--- src/rtl/decoder_round_scheduler.sv ---
// Round-robin scheduler that shares one decoder among NUM_CHANNELS requesters and returns tagged results.
// Optional macro SCHED_LATENCY_EN adds an out_latency port (launch-to-completion cycle count).
module decoder_round_scheduler #(
   parameter int NUM_CHANNELS            = 4,
   parameter int ITERATION_COUNTER_WIDTH = 8,
   parameter int SETTLE_CYCLES           = 2,
   parameter int TIMEOUT_CYCLES          = 4096,
   localparam int CH_WIDTH               = $clog2(NUM_CHANNELS)
) (
   input  logic                               clk,
   input  logic                               reset,
   input  logic [NUM_CHANNELS-1:0]            req,
   output logic [NUM_CHANNELS-1:0]            grant,
   output logic                               busy,
   output logic                               new_round_start,
   input  logic                               dec_result_valid,
   input  logic                               dec_deadlock,
   input  logic                               dec_final_cardinality,
   input  logic [ITERATION_COUNTER_WIDTH-1:0] dec_iteration_counter,
   output logic                               out_valid,
   input  logic                               out_ready,
   output logic [CH_WIDTH-1:0]                out_channel,
   output logic [1:0]                         out_status,
   output logic                               out_cardinality,
   output logic [ITERATION_COUNTER_WIDTH-1:0] out_iterations
`ifdef SCHED_LATENCY_EN
   ,
   output logic [31:0]                        out_latency
`endif
);

   localparam int WD_WIDTH = $clog2(TIMEOUT_CYCLES + 1);

   typedef enum logic [2:0] {
      S_IDLE,
      S_LAUNCH,
      S_SETTLE,
      S_RUN,
      S_REPORT
   } state_t;

   localparam logic [1:0] ST_OK       = 2'b00;
   localparam logic [1:0] ST_DEADLOCK = 2'b01;
   localparam logic [1:0] ST_TIMEOUT  = 2'b10;

   state_t                               state_q, state_d;
   logic [CH_WIDTH-1:0]                  ptr_q, ptr_d;
   logic [CH_WIDTH-1:0]                  ch_q, ch_d;
   logic [WD_WIDTH-1:0]                  wd_q, wd_d;
   logic [CH_WIDTH-1:0]                  out_channel_q, out_channel_d;
   logic [1:0]                           out_status_q, out_status_d;
   logic                                 out_card_q, out_card_d;
   logic [ITERATION_COUNTER_WIDTH-1:0]   out_iter_q, out_iter_d;
`ifdef SCHED_LATENCY_EN
   logic [31:0]                          out_lat_q, out_lat_d;
`endif

   logic                found;
   logic [CH_WIDTH-1:0] pick;
   logic [CH_WIDTH-1:0] idx;
   logic                finish;
   logic [WD_WIDTH-1:0] wd_inc;

   // Search upward from the channel after the last grant so every requester gets a turn.
   always_comb begin
      found = 1'b0;
      pick  = ptr_q;
      idx   = '0;
      for (int i = 1; i <= NUM_CHANNELS; i++) begin
         idx = CH_WIDTH'((int'(ptr_q) + i) % NUM_CHANNELS);
         if (!found && req[idx]) begin
            found = 1'b1;
            pick  = idx;
         end
      end
   end

   assign wd_inc = (wd_q == '1) ? wd_q : wd_q + WD_WIDTH'(1);

   // NOTE: every signal driven here gets a default first so no path can infer a latch.
   always_comb begin
      state_d       = state_q;
      ptr_d         = ptr_q;
      ch_d          = ch_q;
      wd_d          = wd_q;
      out_channel_d = out_channel_q;
      out_status_d  = out_status_q;
      out_card_d    = out_card_q;
      out_iter_d    = out_iter_q;
      finish        = 1'b0;
      unique case (state_q)
         S_IDLE: begin
            if (found) begin
               ch_d    = pick;
               ptr_d   = pick;
               state_d = S_LAUNCH;
            end
         end
         S_LAUNCH: begin
            wd_d    = '0;
            state_d = S_SETTLE;
         end
         S_SETTLE: begin
            // Decoder status may still reflect the previous round here, so it is not looked at.
            wd_d = wd_inc;
            if (wd_q == WD_WIDTH'(SETTLE_CYCLES - 1)) state_d = S_RUN;
         end
         S_RUN: begin
            wd_d       = wd_inc;
            out_iter_d = dec_iteration_counter;
            out_card_d = 1'b0;
            if (dec_result_valid) begin
               finish       = 1'b1;
               out_status_d = ST_OK;
               out_card_d   = dec_final_cardinality;
            end else if (dec_deadlock) begin
               finish       = 1'b1;
               out_status_d = ST_DEADLOCK;
            end else if (wd_q == WD_WIDTH'(TIMEOUT_CYCLES - 1)) begin
               finish       = 1'b1;
               out_status_d = ST_TIMEOUT;
            end
            if (finish) begin
               out_channel_d = ch_q;
               state_d       = S_REPORT;
            end else begin
               out_iter_d = out_iter_q;
               out_card_d = out_card_q;
            end
         end
         S_REPORT: begin
            if (out_ready) state_d = S_IDLE;
         end
         default: state_d = S_IDLE;
      endcase
   end

`ifdef SCHED_LATENCY_EN
   // Completion happens during cycle t0+1+wd, so the inclusive span from launch is wd+2.
   assign out_lat_d = finish ? 32'(wd_q) + 32'd2 : out_lat_q;
`endif

   // NOTE: state uses non-blocking assignments and resets asynchronously so outputs clear at once.
   always_ff @(posedge clk or negedge reset) begin
      if (!reset) begin
         state_q       <= S_IDLE;
         ptr_q         <= CH_WIDTH'(NUM_CHANNELS - 1);
         ch_q          <= '0;
         wd_q          <= '0;
         out_channel_q <= '0;
         out_status_q  <= '0;
         out_card_q    <= 1'b0;
         out_iter_q    <= '0;
`ifdef SCHED_LATENCY_EN
         out_lat_q     <= '0;
`endif
      end else begin
         state_q       <= state_d;
         ptr_q         <= ptr_d;
         ch_q          <= ch_d;
         wd_q          <= wd_d;
         out_channel_q <= out_channel_d;
         out_status_q  <= out_status_d;
         out_card_q    <= out_card_d;
         out_iter_q    <= out_iter_d;
`ifdef SCHED_LATENCY_EN
         out_lat_q     <= out_lat_d;
`endif
      end
   end

   assign busy            = (state_q != S_IDLE);
   assign new_round_start = (state_q == S_LAUNCH);
   assign grant           = new_round_start ? (NUM_CHANNELS'(1) << ch_q) : '0;
   assign out_valid       = (state_q == S_REPORT);
   assign out_channel     = out_channel_q;
   assign out_status      = out_status_q;
   assign out_cardinality = out_card_q;
   assign out_iterations  = out_iter_q;
`ifdef SCHED_LATENCY_EN
   assign out_latency     = out_lat_q;
`endif

endmodule

--- config.mk ---
export PLATFORM = sky130hd
export DESIGN_NAME = decoder_round_scheduler
export DESIGN_NICKNAME = d
export VERILOG_FILES = /design/src/rtl/decoder_round_scheduler.sv
export SDC_FILE = /design/constraint.sdc
export NUM_CORES = 1
export LEC_CHECK = 0
export ABC_CLOCK_PERIOD_IN_PS = 2110
export CORE_MARGIN = 3
export CORE_UTILIZATION = 45
export DETAILED_ROUTE_END_ITERATION = 8
export PLACE_DENSITY_LB_ADDON = 0.05
export SETUP_SLACK_MARGIN = 0.1
export SYNTH_ARGS = -nofsm -noshare
export SYNTH_HDL_FRONTEND = slang
export SYNTH_SLANG_ARGS = --single-unit
--- constraint.sdc ---
create_clock -name clk -period 2.11 [get_ports clk]
set_input_delay 0.422 -clock clk [delete_from_list [all_inputs] [get_ports clk]]
set_output_delay 0.422 -clock clk [all_outputs]
set_load 0.005 [all_outputs]
==> impl_metrics.csv <==
group,metric,value,unit
setup_path,r2r-start,"wd_q[7]$_DFFE_PN0P_",
route,route.met2.wl,2190,um
sta,slew_headroom,61.5,%
route,viasPerCell,5.57,
power,p_leak,1.12,nW
power,power_density,1250,nW/um^2
finish,finalNonFillerCells,292,
clock_tree,clk_latency,0.28,ns
clock_tree,cts_tree,"yes",
route,drt-met1-wl,1890,um
place,gp_congestion,0.959,
grt,overflow,0,
yosys,ys_top_cells_by_area,"dfrtp_1 (45%), mux2_2 (6.6%), nand2_1 (4.4%), mux2i_1 (3.5%), dfstp_2 (3.1%)",
route,routed_wl,4450,um
yosys,netlist_instances,169,
sta,worstMarginPinSlew,0.573,ns
setup_path,worst_setup_path_end_kind,"flip-flop",
floorplanning,ios,38,
sta,finalSetupViolCount,0,
yosys,synth_top_cell_area_share,45.5,%
yosys,synthFlopType,"dfrtp_1",
floorplanning,rows,21,
setup_path,worstSetupPathType,"reg -> reg",
sta,drv_slew,0,
clock_tree,cts.reportedPaths.clkPinSlew,0.07,ns
grt,grt_pass1_wl,7100,um
sta,setup_tns,0,ns
yosys,yosys_warnings,0,
sta,rsz0062_at_grt,"no",
clock_tree,cts_num_sinks,33,
clock_tree,cts.root.buffer_cell,"clkbuf_8",
sta,hold_violations,0,
sta,holdWs,0.505,ns
setup_path,cp-startpoint,"wd_q[7]$_DFFE_PN0P_",
route,drt_iter0_markers,122,
sta,fin_crit_sh,92.7,%
place,place_area,2260,sq um
clock_tree,htree_num_levels,2,
route,top_layer_used,"met4",
floorplanning,die_h,67.6,um
floorplanning,die_area,4570,sq um
setup_path,crit_fanout,5,
status,status,"complete, no violations",
yosys,yosysUniqueCellTypes,42,
yosys,synth_nets,189,
place,io_buffers,37,
place,hpwl,3120,um
yosys,synth-seq-area-share,48.5,%
finish,antenna_cells,0,
grt,grt_usage,21.2,%
sta,max_freq,511,MHz
route,antenna_left,0,
setup_path,reg2regPathDepth,5,
setup_path,critPathRequiredTime,2.32,ns
floorplanning,start_util,48.8,%
grt,grt_pass1_vias,1523,
floorplanning,fp.dieW,67.6,um
finish,syn_to_final_growth,48.0,%
finish,design_area,2530,sq um
yosys,netlist_area,1710,sq um
route,drcViolationCount,0,
sta,fin_skew,0.00466,ns
yosys,synth_edf_count,0,
route,wl_per_cell,15.2,um
setup_path,crit_path_start_kind,"flip-flop",
yosys,ys_ff_latch,33,
route,vias,1626,
worst_hold_path,hold_class,"reg -> reg",
run,cap_violations,0,
route,dr_wl_met3,256,um
yosys,synthArstFlopShare,100,%
clock_tree,hold_buffers,0,
power,ir_worst_vdd,0.689,mV
grt,antenna_found_initial,0,
setup_path,reg2reg_slack,0.15,ns
floorplanning,core_region_area,3490,sq um
sta,fin_crit,1.96,ns
finish,fin_nets,265,
place,dp_cells,266,
finish,drive_gt1_share,28.9,%
clock_tree,cts_made_buffers,5,
yosys,syn_avg_cell_area,10.1,sq um
setup_path,r2r-end,"wd_q[11]$_DFFE_PN0P_",
clock_tree,cts-root-to-sink-buffers,2,
setup_path,arrival,2.17,ns
yosys,synth_area_leader_cell,"dfrtp_1",
route,dr.pass1.iters,4,
grt,grt_max_degree,34,
setup_path,crit_path_end,"wd_q[11]$_DFFE_PN0P_",
==> worst max-delay path, cell delays in order, from the launching register on <==
cell and delay, ns:
dfrtp_2 0.42, nand4_4 0.14, buf_4 0.17, or4_4 0.53, or4_1 0.48, a21oi_1 0.14
==> routing by layer <==
layer,vias to the layer above,track usage (%)
met3,12,6.66
li1,778,-
met4,0,8.35
met1,781,25.4
met5,-,0
met2,55,35.4
==> registers in the layout, summed over array words and instances (netlist names) <==
signal,flops
wd_q,13
out_iterations,8
ptr_q,2
ch_q,2
out_cardinality,1
out_status,2
out_channel,2
state_q,3
==> metrics by stage <==
step                setup slack (ns)  utilization [%]  power, mW
finish                         0.154             72.3       3.15
CTS                           0.0296             70.7       3.09
global placement              0.0671             64.6       2.32
detailed placement           -0.0233             64.6       2.37
floorplan                     0.0492                -       1.70
global route                  0.0939             72.3       3.39
==> cells in the final DEF, fill, tap and decap left out, types with 3 or more instances in the layout <==
cell type	Yosys	layout
clkbuf_8	0	7
dfrtp_1	31	29
o21a_1	4	4
nor3_1	9	7
nor2_1	12	11
buf_4	0	36
inv_1	10	9
nand4_1	3	3
nand3_1	5	5
mux2_2	10	10
or4_1	3	3
o41ai_1	3	3
mux2i_1	6	6
nand2_1	20	19
nor4_1	4	4
clkdlybuf4s50_1	0	30
a21oi_1	6	6
o21ai_0	5	4
dlygate4sd2_1	0	4
==> cells by family (layout without fill, tap and decap cells) <==
logic type / count (synthesis) / after routing / share of synthesized area (%)
simple gates: 73 / 73 / 24.0
compound gates: 30 / 30 / 12.2
mux: 16 / 16 / 10.1
buf+inv: 15 / 92 / 3.74
fa+ha+maj: 2 / 2 / 1.47
flops: 33 / 33 / 48.5
==> synth_stat cells (3+ instances only) <==
cell	instances
nor2_1	12
mux2i_1	6
nor3_1	9
inv_1	10
o41ai_1	3
a21oi_1	6
o21a_1	4
mux2_2	10
nand4_1	3
nand3_1	5
nor4_1	4
dfrtp_1	31
or4_1	3
clkbuf_1	4
o21ai_0	5
nand2_1	20
==> final cells by class <==
| class | instances | area, sq um |
|---|---|---|
| Clock buffer | 7 | 96.3 |
| Clock inverter | 1 | 5.00 |
| Fill cell | 259 | 968 |
| Inverter | 10 | 37.5 |
| Tap cell | 46 | 57.6 |
| Sequential cell | 33 | 831 |
| Multi-Input combinational cell | 121 | 843 |
| Timing Repair Buffer | 74 | 656 |
==> timing repair <==
item,in CTS,in global routing
setup buffers,12,7
setup endpoints to repair,17,11
gates resized for setup,11,7
pin swaps,2,2
cloned,0,0
==> worst min-delay path by stage <==
stage | slack, ns | end | from | depth (start not counted)
3_3_place_gp | 0.48 | ptr_q[1]$_DFFE_PN1P_ | ptr_q[1]$_DFFE_PN1P_ | 2
3_5_place_dp | 0.50 | ptr_q[1]$_DFFE_PN1P_ | ptr_q[1]$_DFFE_PN1P_ | 2
5_1_grt | 0.53 | ptr_q[1]$_DFFE_PN1P_ | ptr_q[1]$_DFFE_PN1P_ | 2
2_1_floorplan | 0.13 | ch_q[0]$_DFFE_PN0P_ | reset | 0
4_1_cts | 0.50 | ptr_q[1]$_DFFE_PN1P_ | ptr_q[1]$_DFFE_PN1P_ | 2
6_report | 0.51 | ptr_q[1]$_DFFE_PN1P_ | ptr_q[1]$_DFFE_PN1P_ | 2
==> power by group <==
| group | total, mW | internal (mW) | switching (mW) | leakage, nW |
|---|---|---|---|---|
| Combinational | 1.55 | 0.906 | 0.643 | 0.653 |
| Clock | 0.522 | 0.295 | 0.228 | 0.0542 |
| Sequential | 1.08 | 0.876 | 0.202 | 0.413 |
(Power assumes the default switching activity.)
